==> src/rtl/binary_serial_subtractor_if.sv <==
// Handshake and operand/result bundle for the bit-serial subtractor.
//   start  master->slave  request, sampled by the slave only when idle
//   A, B   master->slave  minuend / subtrahend, WIDTH bits
//   Bin    master->slave  borrow-in
//   busy   slave->master  operation in flight (start ignored)
//   done   slave->master  one-cycle pulse, Diff/Bout valid
//   Diff   slave->master  result, held until the next accepted start
//   Bout   slave->master  borrow-out, held with Diff
interface binary_serial_subtractor_if #(
  parameter int WIDTH = 4
);
  logic             start;
  logic [WIDTH-1:0] A;
  logic [WIDTH-1:0] B;
  logic             Bin;
  logic             busy;
  logic             done;
  logic [WIDTH-1:0] Diff;
  logic             Bout;

  modport master (
    output start, A, B, Bin,
    input  busy, done, Diff, Bout
  );

  modport slave (
    input  start, A, B, Bin,
    output busy, done, Diff, Bout
  );
endinterface

==> src/rtl/binary_serial_subtractor.sv <==
// Bit-serial WIDTH-bit subtractor: {Bout,Diff} = A - B - Bin (unsigned, modulo 2^WIDTH).
// One full-subtractor cell processes operands LSB-first, one bit per clock.
//   clk  rising-edge clock
//   rst  synchronous reset, active-high; aborts any operation in flight
//   bus  slave side of binary_serial_subtractor_if (start/A/B/Bin in,
//        busy/done/Diff/Bout out)
// Timing: start accepted at edge t -> WIDTH SHIFT cycles -> DONE cycle with
// done=1 and Diff/Bout already valid; next start is accepted after DONE.
module binary_serial_subtractor #(
  parameter int WIDTH = 4
) (
  input  logic                        clk,
  input  logic                        rst,
  binary_serial_subtractor_if.slave   bus
);

  localparam int CNT_W = $clog2(WIDTH) + 1;

  typedef enum logic [1:0] {IDLE, SHIFT, DONE} state_t;

  state_t             state_q, state_d;
  logic [WIDTH-1:0]   sa_q, sa_d;
  logic [WIDTH-1:0]   sb_q, sb_d;
  logic [WIDTH-1:0]   res_q, res_d;
  logic               borrow_q, borrow_d;
  logic [CNT_W-1:0]   cnt_q, cnt_d;
  logic [WIDTH-1:0]   diff_q, diff_d;
  logic               bout_q, bout_d;

  // Full-subtractor cell on the current LSBs.
  logic d_bit;
  logic borrow_nxt;

  always_comb begin
    d_bit      = sa_q[0] ^ sb_q[0] ^ borrow_q;
    borrow_nxt = (~sa_q[0] & sb_q[0]) | (~(sa_q[0] ^ sb_q[0]) & borrow_q);
  end

  always_ff @(posedge clk) begin
    if (rst) begin
      state_q  <= IDLE;
      sa_q     <= '0;
      sb_q     <= '0;
      res_q    <= '0;
      borrow_q <= 1'b0;
      cnt_q    <= '0;
      diff_q   <= '0;
      bout_q   <= 1'b0;
    end else begin
      state_q  <= state_d;
      sa_q     <= sa_d;
      sb_q     <= sb_d;
      res_q    <= res_d;
      borrow_q <= borrow_d;
      cnt_q    <= cnt_d;
      diff_q   <= diff_d;
      bout_q   <= bout_d;
    end
  end

  always_comb begin
    state_d  = state_q;
    sa_d     = sa_q;
    sb_d     = sb_q;
    res_d    = res_q;
    borrow_d = borrow_q;
    cnt_d    = cnt_q;
    diff_d   = diff_q;
    bout_d   = bout_q;

    unique case (state_q)
      IDLE: begin
        if (bus.start) begin
          sa_d     = bus.A;
          sb_d     = bus.B;
          borrow_d = bus.Bin;
          res_d    = '0;
          cnt_d    = '0;
          state_d  = SHIFT;
        end
      end

      SHIFT: begin
        sa_d     = sa_q >> 1;
        sb_d     = sb_q >> 1;
        // Result fills from the MSB so the first (LSB) bit ends at bit 0.
        res_d    = {d_bit, res_q[WIDTH-1:1]};
        borrow_d = borrow_nxt;
        cnt_d    = cnt_q + CNT_W'(1);
        if (cnt_q == CNT_W'(WIDTH - 1)) begin
          // Publish on the edge that enters DONE so Diff/Bout are valid
          // during the done pulse itself.
          diff_d  = {d_bit, res_q[WIDTH-1:1]};
          bout_d  = borrow_nxt;
          state_d = DONE;
        end
      end

      DONE: begin
        state_d = IDLE;
      end

      default: begin
        state_d = IDLE;
      end
    endcase
  end

  assign bus.busy = (state_q != IDLE);
  assign bus.done = (state_q == DONE);
  assign bus.Diff = diff_q;
  assign bus.Bout = bout_q;

endmodule

==> src/flat_wrapper.sv <==
// flat-port wrapper written by rule: the top's interface ports become plain ports
module binary_serial_subtractor_flat 
#(
  parameter int WIDTH = 4
)
  (clk, rst, bus_start, bus_A, bus_B, bus_Bin, bus_busy, bus_done, bus_Diff, bus_Bout);
  binary_serial_subtractor_if #(.WIDTH(WIDTH)) bus_i ();
  input  logic clk;
  input  logic rst;
  input wire logic [$bits(bus_i.start)-1:0] bus_start;
  input wire logic [$bits(bus_i.A)-1:0] bus_A;
  input wire logic [$bits(bus_i.B)-1:0] bus_B;
  input wire logic [$bits(bus_i.Bin)-1:0] bus_Bin;
  output wire logic [$bits(bus_i.busy)-1:0] bus_busy;
  output wire logic [$bits(bus_i.done)-1:0] bus_done;
  output wire logic [$bits(bus_i.Diff)-1:0] bus_Diff;
  output wire logic [$bits(bus_i.Bout)-1:0] bus_Bout;
  assign bus_i.start = bus_start;
  assign bus_i.A = bus_A;
  assign bus_i.B = bus_B;
  assign bus_i.Bin = bus_Bin;
  assign bus_busy = bus_i.busy;
  assign bus_done = bus_i.done;
  assign bus_Diff = bus_i.Diff;
  assign bus_Bout = bus_i.Bout;
  binary_serial_subtractor #(.WIDTH(WIDTH)) u_core (.clk(clk), .rst(rst), .bus(bus_i));
endmodule
==> config.mk <==
export PLATFORM = sky130hd
export DESIGN_NAME = binary_serial_subtractor_flat
export DESIGN_NICKNAME = d
export VERILOG_FILES = /design/src/rtl/binary_serial_subtractor_if.sv /design/src/rtl/binary_serial_subtractor.sv /design/src/flat_wrapper.sv
export SDC_FILE = /design/constraint.sdc
export NUM_CORES = 1
export LEC_CHECK = 0
export ABC_AREA = 1
export CORE_ASPECT_RATIO = 0.75
export CORE_MARGIN = 5
export CORE_UTILIZATION = 30
export CTS_CLUSTER_SIZE = 8
export DETAILED_ROUTE_END_ITERATION = 10
export PLACE_DENSITY = 0.6
export SYNTH_ARGS = -nofsm -noshare
export SYNTH_HDL_FRONTEND = slang
export SYNTH_SLANG_ARGS = --single-unit
==> constraint.sdc <==
create_clock -name clk -period 2.9 [get_ports clk]
set_input_delay 0.58 -clock clk [delete_from_list [all_inputs] [get_ports clk]]
set_output_delay 0.58 -clock clk [all_outputs]
set_load 0.03 [all_outputs]
=== After elaboration in Yosys (flattened, before gate mapping) ===
Cells that the tools add are included.

* Divide/modulo/power cells: 0
* Reductions and logical operators: 6
* Multiplexer cells: 13
* Eq/ne operators: 5
* Multipliers: 0
* Add/sub/neg operators: 1
* Shifts and indexed selects: 0
* Bitwise logic cells: 7
* $lt $le $gt $ge: 0

{| class="wikitable"
|+ Operator list
! operator !! number
|-
| case mux 4 bit (2 select lines) || 3
|-
| 2-to-1 mux 4 bit || 3
|-
| case mux 3 bit (2 select lines) || 1
|-
| AND reduction 2 bit || 3
|-
| 2-to-1 mux 2 bit || 2
|-
| case mux 2 bit (2 select lines) || 1
|-
| nonzero test 2 bit || 2
|-
| adder 3 x 1 -> 3 bit (second input constant) || 1
|-
| == test 3 x 2 -> 1 bit (second input constant) || 1
|-
| 2-to-1 mux 3 bit || 1
|-
| AND 1 bit || 2
|-
| == test 2 x 1 -> 1 bit (second input constant) || 1
|-
| == test 2 bit (second input constant) || 1
|-
| logical NOT 2 bit || 1
|-
| inequality test 2 x 1 -> 1 bit (second input constant) || 1
|-
| inequality test 2 bit (second input constant) || 1
|-
| NOT 1 bit || 2
|-
| case mux 1 bit (2 select lines) || 1
|-
| bitwise XOR 1 bit || 2
|-
| 2-to-1 mux 1 bit || 1
|-
| OR 1 bit || 1
|}

* Bits in latches: 0
* ROM bits: 0
* Memories: 0
* Input port bits: 12
* Bits in writable memories: 0
* Flip-flop bits (word level): 23
* Logic and storage cells: 40
* Output and inout bits: 7

=== Depth between registers and ports, before layout ===
Gate-level depths: netlist of run 1.

* Depth after elaboration: 5
* Gate-level depth with buffers: 8
* Mapped depth without buffers: 7

=== Worst setup path before layout of run 1 ===
No wires, ideal clock.

* Path type: register to output
* Start: register u_core.state_q[1]
* End: output port bus_done
* Required time: 2320 ps
* Slack: 1354 ps
* Data arrival time: 966 ps
* Stages on the path, launching flop included: 3
* Path buffers: 0
* Path through: dfxtp_1 inv_4 nor2_1

* Word-level cells in the longest chain between the ends: 1

{| class="wikitable"
|+ Ends and longest elaborated chain
! what !! line !! text
|-
| from (decl) || binary_serial_subtractor.sv:21 || <nowiki>state_t state_q, state_d;</nowiki>
|-
| from (signal assigned) || binary_serial_subtractor.sv:50 || <nowiki>state_q <= state_d;</nowiki>
|-
| == test 2 bit || binary_serial_subtractor.sv:110 || <nowiki>assign bus.done = (state_q == DONE);</nowiki>
|-
| to (decl) || flat_wrapper.sv:15 || <nowiki>output wire logic [$bits(bus_i.done)-1:0] bus_done;</nowiki>
|}

No other way between the ends.

=== Worst setup path after layout of run 1 ===
* Start: register u_core.state_q[0]
* End: output port bus_busy

* Word-level cells in the longest chain between the ends: 1

{| class="wikitable"
|+ Ends and longest elaborated chain
! what !! line !! text
|-
| nonzero test 2 bit || binary_serial_subtractor.sv:109 || <nowiki>assign bus.busy = (state_q != IDLE);</nowiki>
|-
| to (decl) || flat_wrapper.sv:14 || <nowiki>output wire logic [$bits(bus_i.busy)-1:0] bus_busy;</nowiki>
|}

No other way between the ends.

==> metrics list, run 1 <==
* Depth of the worst register-to-register path: 7
- In this run the power density over the cells is 497 nW/um2.
* Area of the die: 4600 um2
- Setup Buffers After CTS: 0
* DR WL/cell: 11.6 um
- Antenna violations before repair: 0
- After global routing the overflow that remains totals 0.
* Internal power of the cells: 0.474 mW
* Clock sinks: 22
* Via-to-Cell Ratio: 4.44
* X dimension of the die: 76.7 um
* Slew at the pin with the worst max-slew slack: 385 ps
- Start point of the critical path: u_core.state_q[0]$_SDFFE_PP0P_
- The number of hold buffers added after CTS was 0.
- sky130_fd_sc_hd__nand2_1 is the most common cell in the netlist.
- After synthesis, the share of cell area in mux cells is 0%.
* Signed area change from the synthesized netlist to the final layout: 25.8%
* Wire length of the first global-routing pass: 3910 um
- Share of the synthesized area in the top cell type: 44.0%
* Switch Pwr: 0.152 mW
- Routability-driven placement finished with a final weighted congestion of 0.777.
- STA classifies the critical path endpoint as an output port.
- Fraction of layout instances using a drive strength above 1: 9.93%
* Hold Crit Class: flop to flop
* Clock latency on the worst-skew pair: 260 ps
* Cell at the slowest stage of the critical path: sky130_fd_sc_hd__clkdlybuf4s50_1
- Critical path class: flop to output port
- Sequential cells account for 52.1% of the total power.
* Number of different library cells in the post-synthesis netlist: 20
- Placeable core region: 3240 um2
* Highest net fanout along the worst path: 7
- Cell count after synthesis: 133
- Measured against its own limit, the worst slew margin works out to 74.2%.
- Worst stage delay on the critical path: 660 ps
- Critical Path AT: 1680 ps
- Minimum clock period after layout: 2260 ps
- Crit Reg-Reg Endpoint: u_core.bus.Diff[2]$_SDFFE_PP0P_
- Before antenna repair, the detailed router went through 4 iterations.
- Largest cells by area after synthesis: sky130_fd_sc_hd__dfxtp_1, sky130_fd_sc_hd__nand2_1, sky130_fd_sc_hd__nor2_1
* NumNets Final: 167
* Post-synthesis async set-or-reset flop share: 0%
- Setup repair after global routing left no endpoint under its margin.
- Flip-flop and latch count after synthesis: 22
- Hold Crit Depth: 2
- CTS resizes: 0
- Leakage power of the design: 0.536 nW
- In the finished design, the share of the clock period the worst path needs comes to 78.1%.
- The mapped netlist covers 1000 um2.
- Startpoint type of the worst setup path: flop
* Worst ir drop on vdd: 0.197 mV
- Post-synthesis compound-gate area fraction: 9.63%
* Number of failing setup endpoints in the final timing report: 0
* Maxcap violations: 0
* Clock H-tree levels: 1
- Switching Fraction: 24.3%
- The synthesized netlist devotes 32.9% of its cell area to simple gates.
* Cell type with the largest total area after synthesis: sky130_fd_sc_hd__dfxtp_1
- The number of nets in the synthesized netlist is 148.
- Sequential fraction of the synthesis area: 44.0%
- The startpoint identified for the worst register-to-register timing path is u_core.cnt_q[0]$_SDFFE_PP0P_.
- In the routed design, unresolved DRC markers number 0.
- Among all flip-flop cells after synthesis, the most frequent one is sky130_fd_sc_hd__dfxtp_1.
- Total design power: 0.626 mW
* Worst Hold Path EP: u_core.res_q[1]$_SDFFE_PP0P_
* Final-layout setup total negative slack: 0 ps
* TritonCTS clock tree: built
* Proportion of power drawn by combinational gates: 13.3%
- After legalization and detailed placement, the total HPWL measured 1620 um.
* Top achievable clock speed: 0.442 GHz
* Antenna diode instance count: 0
* Via count of the first global-routing pass: 854
- Fill cell count: 353
- The signal on the critical path passes through nor2_2, inv_1, clkdlybuf4s50_1.
- By area, the combinational part of the netlist is dominated by simple AND/OR/NAND/NOR gates.
- Proportion of power drawn by the clock network: 34.6%
- Root buffer cell: sky130_fd_sc_hd__clkbuf_8
* Final count of pins violating max slew: 0
- Clock-pin transition on the worst setup and hold timing paths: 70 ps
- The clock arrives with 3.36 ps of skew.
* Count of buffers inserted at the top-level ports: 18
* Slack of the worst reg-to-reg path: 1490 ps
* Run status: finished clean
* Top cells by count, synth: sky130_fd_sc_hd__nand2_1, sky130_fd_sc_hd__dfxtp_1, sky130_fd_sc_hd__nor2_1
- Pin placement for this block handled 19 I/O pins.
* Largest net degree at the start of global routing: 13
- Final number of hold-violating endpoints: 0
- Critical hold path startpoint: u_core.res_q[1]$_SDFFE_PP0P_
- Die Ht: 60.0 um
- The clock passes through at most 2 buffers.
- Effective utilization at floorplan: 30.9%
- Number of enable flip-flop cells after synthesis: 0
- In this run the mean area of a mapped cell was 7.53 um2.
- Once detail routing completed, the nets flagged for antenna violations numbered 0.
* Total number of vias: 848
- Total routing resource utilization after global routing: 10.8%
- DRC marker count from the first detailed-route iteration: 36
- Required time of the worst setup path: 2320 ps
- Summing the areas of all xor and xnor instances in the mapped netlist gives 0% of the synthesized area.
- Synth warnings: 0
- Total CTS buffers: 3
- In this run the core area contains 18 standard-cell rows.
- Adder-Cell Fraction of Synth Area: 4.50%
* Detailed-route wire length: 2210 um
==> metal layers <==
metal | vias up | GRT usage [%] | routed length, um
li1 | 451 | - | -
met1 | 379 | 14.2 | 1160
met2 | 18 | 16.6 | 910
met3 | 0 | 4.97 | 142
met4 | 0 | 1.50 | 0
met5 | - | 0 | 0
==> cell usage in the layout (no fill, tap or decap) <==
cell type	instances
sky130_fd_sc_hd__a21oi_1	9
sky130_fd_sc_hd__buf_4	1
sky130_fd_sc_hd__clkbuf_8	4
sky130_fd_sc_hd__clkdlybuf4s50_1	18
sky130_fd_sc_hd__dfxtp_1	22
sky130_fd_sc_hd__fa_1	1
sky130_fd_sc_hd__ha_1	2
sky130_fd_sc_hd__inv_1	12
sky130_fd_sc_hd__inv_2	1
sky130_fd_sc_hd__inv_4	1
sky130_fd_sc_hd__nand2_1	31
sky130_fd_sc_hd__nand2_4	3
sky130_fd_sc_hd__nand3_1	9
sky130_fd_sc_hd__nand3b_1	2
sky130_fd_sc_hd__nor2_1	22
sky130_fd_sc_hd__nor2_2	3
sky130_fd_sc_hd__nor2_4	1
sky130_fd_sc_hd__o21ai_0	7
sky130_fd_sc_hd__o21ai_4	1
sky130_fd_sc_hd__or2_1	1
==> per-stage QoR <==
step	worst slack [ps]	cells	instance area (um2)	hold slack, ps	util [%]
3_5_place_dp	910	187	1200	461	37.1
5_1_grt	535	191	1260	491	38.8
2_1_floorplan	1350	133	1000	428	-
3_3_place_gp	932	187	1200	447	37.1
4_1_cts	616	191	1260	470	38.8
6_report	636	191	1260	467	38.8
==> critical path, delay by kind of cell (launching register included) <==
kind                   cells  cell delay [ps]
flip-flops                 1              550
buffers and inverters      2              740
AND/OR/NAND/NOR            1              140
==> state kept, by name (all words and copies together), names as in the netlist <==
register	count
u_core.borrow_q	1
u_core.bus.Bout	1
u_core.bus.Diff	4
u_core.cnt_q	3
u_core.res_q	3
u_core.sa_q	4
u_core.sb_q	4
u_core.state_q	2
==> final cells by class <==
type	count	area [um2]	share of cell area [%]
Timing Repair Buffer	19	188	14.9
Multi-Input combinational cell	92	470	37.4
Clock buffer	4	55.1	4.37
Inverter	14	55.1	4.37
Sequential cell	22	440	35.0
Tap cell	40	50.0	3.98
==> cell families (layout without fill, tap and decap cells) <==
logic type / Yosys count / count (layout)
buffers and inverters: 19 / 37
AND/OR/NAND/NOR: 72 / 72
adder cells (fa/ha/maj): 3 / 3
AO/OA/AOI/OAI: 17 / 17
flip-flops: 22 / 22
==> worst max-delay path by stage <==
stage | to | depth (start not counted) | slack (ps)
after detailed placement | bus_busy | 3 | 910
after global routing | bus_busy | 3 | 530
after floorplan | bus_done | 2 | 1350
after CTS | bus_busy | 3 | 620
after global placement | bus_busy | 3 | 930
final | bus_busy | 3 | 640
==> power groups by stage <==
| stage | registers [mW] | clock network (mW) | logic, mW |
|---|---|---|---|
| 6_report | 0.326 | 0.217 | 0.0833 |
| 4_1_cts | 0.326 | 0.222 | 0.0848 |
| 3_3_place_gp | 0.332 | 0 | 0.0825 |
| 5_1_grt | 0.328 | 0.235 | 0.0947 |
| 2_1_floorplan | 0.329 | 0 | 0.0590 |
| 3_5_place_dp | 0.333 | 0 | 0.0845 |
(Power assumes the default switching activity.)
==> inputs of run 2 (changes only) <==
==> constraint.sdc (replaced) <==
create_clock -name clk -period 2.2 [get_ports clk]
set_input_delay 0.44 -clock clk [delete_from_list [all_inputs] [get_ports clk]]
set_output_delay 0.44 -clock clk [all_outputs]
set_load 0.03 [all_outputs]
==> metrics list, run 2 (synthesis results as in run 1) <==
* DRC marker count from the first detailed-route iteration: 29
- First-pass iteration count of the detailed router: 4
- Highest net fanout along the worst path: 4
* Final count of pins violating max slew: 0
* Hold Crit Class: flop to flop
* Count of buffers inserted at the top-level ports: 18
- Summed over all failing endpoints, the final setup total negative slack is 0 ps.
* Final worst clock skew: 1.33 ps
* Total CTS buffers: 3
- HPWL after detailed placement: 1650 um
* Signed area change from the synthesized netlist to the final layout: 24.5%
* Largest net degree at the start of global routing: 13
* Sequence of cells on the critical path: inv_4, nor2_1, clkdlybuf4s50_1
- Antenna diode instance count: 0
- Post-route DRC violation count: 0
- Registers take 442 um2.
* Cell at the slowest stage of the critical path: sky130_fd_sc_hd__clkdlybuf4s50_1
* Post-route non-filler standard cell count: 190
- The initial utilization of the core area, before any placement, comes to 30.9%.
* Area of the die: 4600 um2
- NumNets Final: 167
* Commonest non-fill, non-tap cell in the layout: sky130_fd_sc_hd__nand2_1
- The worst setup path is launched from a flop.
* Final number of hold-violating endpoints: 0
- In the final routed layout, each cell accounts on average for 11.9 um.
* Maxcap violations: 0
- Slew at the pin with the worst max-slew slack: 418 ps
- After floorplanning, the core was divided into 18 placement rows.
- In the layout the commonest cells are sky130_fd_sc_hd__nand2_1, sky130_fd_sc_hd__nor2_1, sky130_fd_sc_hd__dfxtp_1.
* Required time of the worst setup path: 1760 ps
- CTS built an H-tree with a depth of 1.
- The flow ran to the end, and the final reports show no timing, DRC or antenna violations.
- The first global-routing pass estimated 3820 um of wire.
* Via-to-Cell Ratio: 4.58
- The number of global-route vias before repair came to 853.
- Antenna-violating nets left: 0
- Across every metal layer, demand over resource in global routing totals 10.5%.
* Overflow left after global routing: 0
* Buffer levels on the longest clock path: 2
- Setup repair after global routing left no endpoint under its margin.
- The worst path needs 2060 ps of the cycle, external delays included.
- Critical Path AT: 1620 ps
- The clock reaches the later pin of the worst-skew pair after 260 ps.
- In this run the power density over the cells is 627 nW/um2.
* Placeable core region: 3240 um2
- The analysis attributes to cell leakage a power of 0.529 nW.
* Die Ht: 60.0 um
- Top achievable clock speed: 0.485 GHz
- Clock-pin transition on the worst setup and hold timing paths: 70 ps
- Worst stage delay on the critical path: 670 ps
* Capturing element type of the critical path: output port
* Placed cell count: 187
- X dimension of the die: 76.7 um
- The completed layout was analyzed and its total power is 0.781 mW.
- 19 I/O pins were placed.
- Worst ir drop on vdd: 0.289 mV
- The congestion estimate from routability-driven global placement came to 0.776.
- Wires add up to 2250 um.
- For this design, the sink count on the clock tree is 22.
* Fraction of layout instances using a drive strength above 1: 10.0%
* Area of the multi-input gates: 470 um2
* Critical path class: flop to output port
- Max-slew headroom at the worst pin: 72.0%
- Root buffer cell: sky130_fd_sc_hd__clkbuf_8
- The routed layout has 870 vias.
* Number of failing setup endpoints in the final timing report: 0
* TritonCTS clock tree: built
- Share of the clock period used by the worst path: 93.7%
- Antenna violations before repair: 0
* Fill cell count: 335
[run 2: stage by stage]
stage          util, %  area [um2]  setup slack [ps]  hold WS [ps]
2_1_floorplan        -        1000               794           428
3_3_place_gp      37.1        1200               372           447
3_5_place_dp      37.1        1200               333           458
4_1_cts           38.4        1240              47.8           468
5_1_grt           38.4        1250              35.6           479
6_report          38.4        1250               139           471
[run 2: final timing paths]
kind	depth (start not counted)	endpoint	slack [ps]	start
worst max register to register	7	u_core.bus.Diff[3]$_SDFFE_PP0P_	790	u_core.cnt_q[0]$_SDFFE_PP0P_
worst min register to register	2	u_core.sb_q[3]$_SDFFE_PP0P_	470	u_core.sb_q[3]$_SDFFE_PP0P_
worst min-delay path	2	u_core.sb_q[3]$_SDFFE_PP0P_	470	u_core.sb_q[3]$_SDFFE_PP0P_
worst max-delay path	3	bus_done	140	u_core.state_q[1]$_SDFFE_PP0P_
[run 2: per-layer routing]
layer | vias up | global-route usage, % | part of all wire [%]
met5 | - | 0 | 0
met4 | 0 | 1.50 | 0.27
met3 | 2 | 4.37 | 5.0
met2 | 23 | 17.2 | 45
met1 | 397 | 13.3 | 49
li1 | 448 | - | -
[run 2: power by group]
group | internal, mW | total [mW] | switching, mW | leakage (nW)
combinational | 0.0497 | 0.111 | 0.0609 | 0.327
clock | 0.122 | 0.240 | 0.119 | 0.0216
sequential | 0.416 | 0.430 | 0.0136 | 0.180
[run 2: timing repair]
item,4_1_cts,5_1_grt
setup buffers,0,0
hold buffers,0,0
resized for setup,0,1
endpoints found under the setup margin,0,1
[run 2: worst max-delay path: cells and delay by family (launching register included)]
family	cells	cell delay, ps
DFF	1	490
buffers and inverters	2	770
and+or+nand+nor	1	100
[run 2: layout make-up]
cell class                 count  area share (%)
inverter                      14            4.42
clock buffer                   3            3.31
tap                           40            4.02
timing repair buffer          19            15.1
multi-input combinational     92            37.8
sequential                    22            35.4
==> inputs of run 3 (changes only) <==
--- a/config.mk
+++ b/config.mk
@@ -11,7 +11,8 @@
 export CORE_UTILIZATION = 30
 export CTS_CLUSTER_SIZE = 8
 export DETAILED_ROUTE_END_ITERATION = 10
-export PLACE_DENSITY = 0.6
+export PLACE_DENSITY = 0.57
+export RECOVER_POWER = 25
 export SYNTH_ARGS = -nofsm -noshare
 export SYNTH_HDL_FRONTEND = slang
 export SYNTH_SLANG_ARGS = --single-unit
==> constraint.sdc (replaced) <==
create_clock -name clk -period 1.8 [get_ports clk]
set_input_delay 0.36 -clock clk [delete_from_list [all_inputs] [get_ports clk]]
set_output_delay 0.36 -clock clk [all_outputs]
set_load 0.03 [all_outputs]
==> metrics list, run 3 (synthesis results as in run 1) <==
* Share of the clock period used by the worst path: 91.0%
- In the final layout, the share of cells above drive strength 1 is 10.4%.
* Overflow left after global routing: 0
* TritonCTS clock tree: built
* Power per unit of standard cell area: 797 nW/um2
- Crit Reg-Reg Endpoint: u_core.bus.Diff[2]$_SDFFE_PP0P_
- Internal power of the cells: 0.764 mW
- The detail route stage leaves a number of antenna-violating nets equal to 0.
- The library cell used most frequently in the layout, excluding fill and tap cells, is sky130_fd_sc_hd__nand2_1.
* Hold Crit Class: flop to flop
* First-pass iteration count of the detailed router: 4
- Clock-pin transition on the worst setup and hold timing paths: 80 ps
* Wire length of the first global-routing pass: 3620 um
- Row count: 18
- The signal on the critical path passes through clkdlybuf4s50_1.
- Hold Crit Depth: 2
- Slack of the worst reg-to-reg path: 420 ps
- Commonest non-fill, non-tap cells in the layout: sky130_fd_sc_hd__nand2_1, sky130_fd_sc_hd__nor2_1, sky130_fd_sc_hd__dfxtp_1
- Highest net fanout along the worst path: 2
- Effective utilization at floorplan: 30.9%
- The number of hold buffers added after CTS was 0.
* Switch Pwr: 0.243 mW
- For this run, design rule violations remaining after detail routing come to 0.
* Signed area change from the synthesized netlist to the final layout: 26.2%
- Start point of the critical path: u_core.bus.Bout$_SDFFE_PP0P_
* Max-slew headroom at the worst pin: 74.7%
* IO Pins: 19
* Top achievable clock speed: 0.610 GHz
- The worst hold path begins at u_core.cnt_q[2]$_SDFFE_PP0P_.
- Antenna violations before repair: 0
* Clock sinks: 22
* Final count of pins violating max slew: 0
* X dimension of the die: 76.7 um
* Largest net degree at the start of global routing: 13
- VDD sags by at most 0.422 mV.
* Minimum clock period after layout: 1640 ps
- After detailed routing, the average wire length per cell comes to 11.1 um.
- At the end of the flow the core is filled with cells to 39.0%.
* Critical path class: flop to output port
- Final worst clock skew: 4.23 ps
- Wire length on met2: 912 um
- Of the total power, the clock network draws 34.7%.
- On the critical path, the stage with the largest delay is an instance of sky130_fd_sc_hd__clkdlybuf4s50_1.
- Leakage power of the design: 0.553 nW
* Via count of the first global-routing pass: 828
- In the final routing, the length of wire on met1 measures 1110 um.
* Setup Buffers After CTS: 0
- For the pin with the worst max-slew slack, the measured transition is 378 ps.
* Final-layout setup total negative slack: 0 ps
- In this run the critical register-to-register path is launched from u_core.cnt_q[0]$_SDFFE_PP0P_.
- Measured along the y axis, the die boundary spans 60.0 um.
- Unrepaired setup endpoints after global routing: no
- Total routing resource utilization after global routing: 9.88%
- The number of antenna diodes in the final layout is 0.
- Hold is met by 470 ps.
- Combinational cells account for 13.5% of the total power.
- Setup violations remaining at the end of the flow were counted as 0.
* Total number of vias: 848
* Total CTS buffers: 3
- HPWL after detailed placement: 1580 um
* Critical Path AT: 1280 ps
- On the worst path, the slowest cell contributes a delay of 680 ps.
- Timing analysis after detailed placement gives a worst setup slack of 154 ps.
- The number of buffers and inverters on the critical path is 1.
* Maxcap violations: 0
- The core region is 3240 um2.
- At the end of routability-driven placement, the weighted congestion stood at 0.763.
- In the post-route analysis, the smallest setup slack over all paths is 162 ps.
- Total length of routed met3 wires: 108 um
* Final number of hold-violating endpoints: 0
* Highest routed layer: met4
- DRC marker count from the first detailed-route iteration: 22
* Startpoint type of the worst setup path: flop
- Root buffer cell: sky130_fd_sc_hd__clkbuf_8
- The longest clock path from root to sink contains 2 buffers.
- Part of the power in registers: 51.7%
- In the routed layout, each cell is associated on average with a via count of 4.37.
- At the later pin of the worst-skew pair, clock insertion delay measures 260 ps.
- The run finished with clean final reports.
- For hold timing, the worst endpoint is u_core.cnt_q[2]$_SDFFE_PP0P_.
* Capturing element type of the critical path: output port
- Clock H-tree levels: 1
- Port buffering added 18 buffers.
* Required time of the worst setup path: 1440 ps
- NumNets Final: 170
- Depth of the worst register-to-register path: 7
- The die covers 4600 um2.
- Switching Fraction: 24.1%
- Detailed-route wire length: 2150 um
* CP delay by family, top: buffers and inverters
-- run 3: changes by cell type in the layout (fill, tap and decap cells not counted) --
cell                              change
sky130_fd_sc_hd__clkdlybuf4s50_1      -4
sky130_fd_sc_hd__dlygate4sd2_1        +2
sky130_fd_sc_hd__dfxtp_2              -1
sky130_fd_sc_hd__buf_4                +3
sky130_fd_sc_hd__clkbuf_8             +1
sky130_fd_sc_hd__nand2_1              +2
sky130_fd_sc_hd__dlygate4sd3_1        +2
sky130_fd_sc_hd__nand2_4              -2
sky130_fd_sc_hd__dfxtp_1              +1
-- run 3: power groups by stage --
stage	combinational (mW)	clock [mW]	sequential [mW]
finish	0.136	0.350	0.521
detailed placement	0.142	0	0.532
global placement	0.140	0	0.532
global route	0.154	0.378	0.524
floorplan	0.0951	0	0.530
CTS	0.142	0.360	0.521
-- run 3: cell type report --
type	count	area [um2]
fill	362	1980
multi-input combinational	92	455
sequential	22	440
timing repair buffer	22	208
clock buffer	4	55.1
inverter	14	55.1
tap	40	50.0
-- run 3: worst max-delay path by stage --
stage	slack, ps	depth (start not counted)	endpoint
2_1_floorplan	470	2	bus_done
3_3_place_gp	170	3	bus_done
3_5_place_dp	150	4	u_core.sb_q[3]$_SDFFE_PP0P_
4_1_cts	140	3	bus_busy
5_1_grt	70	3	bus_done
6_report	160	1	bus_Bout
-- run 3: per-layer routing --
metal | vias up | track usage (%)
met3 | 4 | 3.92
met4 | 0 | 2.24
met5 | - | 0
met2 | 15 | 15.7
met1 | 375 | 12.7
li1 | 454 | -
-- run 3: timing repair --
action	4_1_cts	5_1_grt
resized for setup	2	0
endpoints found under the hold margin	0	0
setup endpoints to repair	2	0
-- run 3: through the flow --
step / power (mW) / area (um2) / instances
after global placement: 0.672 / 1230 / 190
after CTS: 1.02 / 1280 / 194
after detailed placement: 0.674 / 1230 / 190
after floorplan: 0.625 / 1000 / 133
after global routing: 1.06 / 1260 / 194
final: 1.01 / 1260 / 194
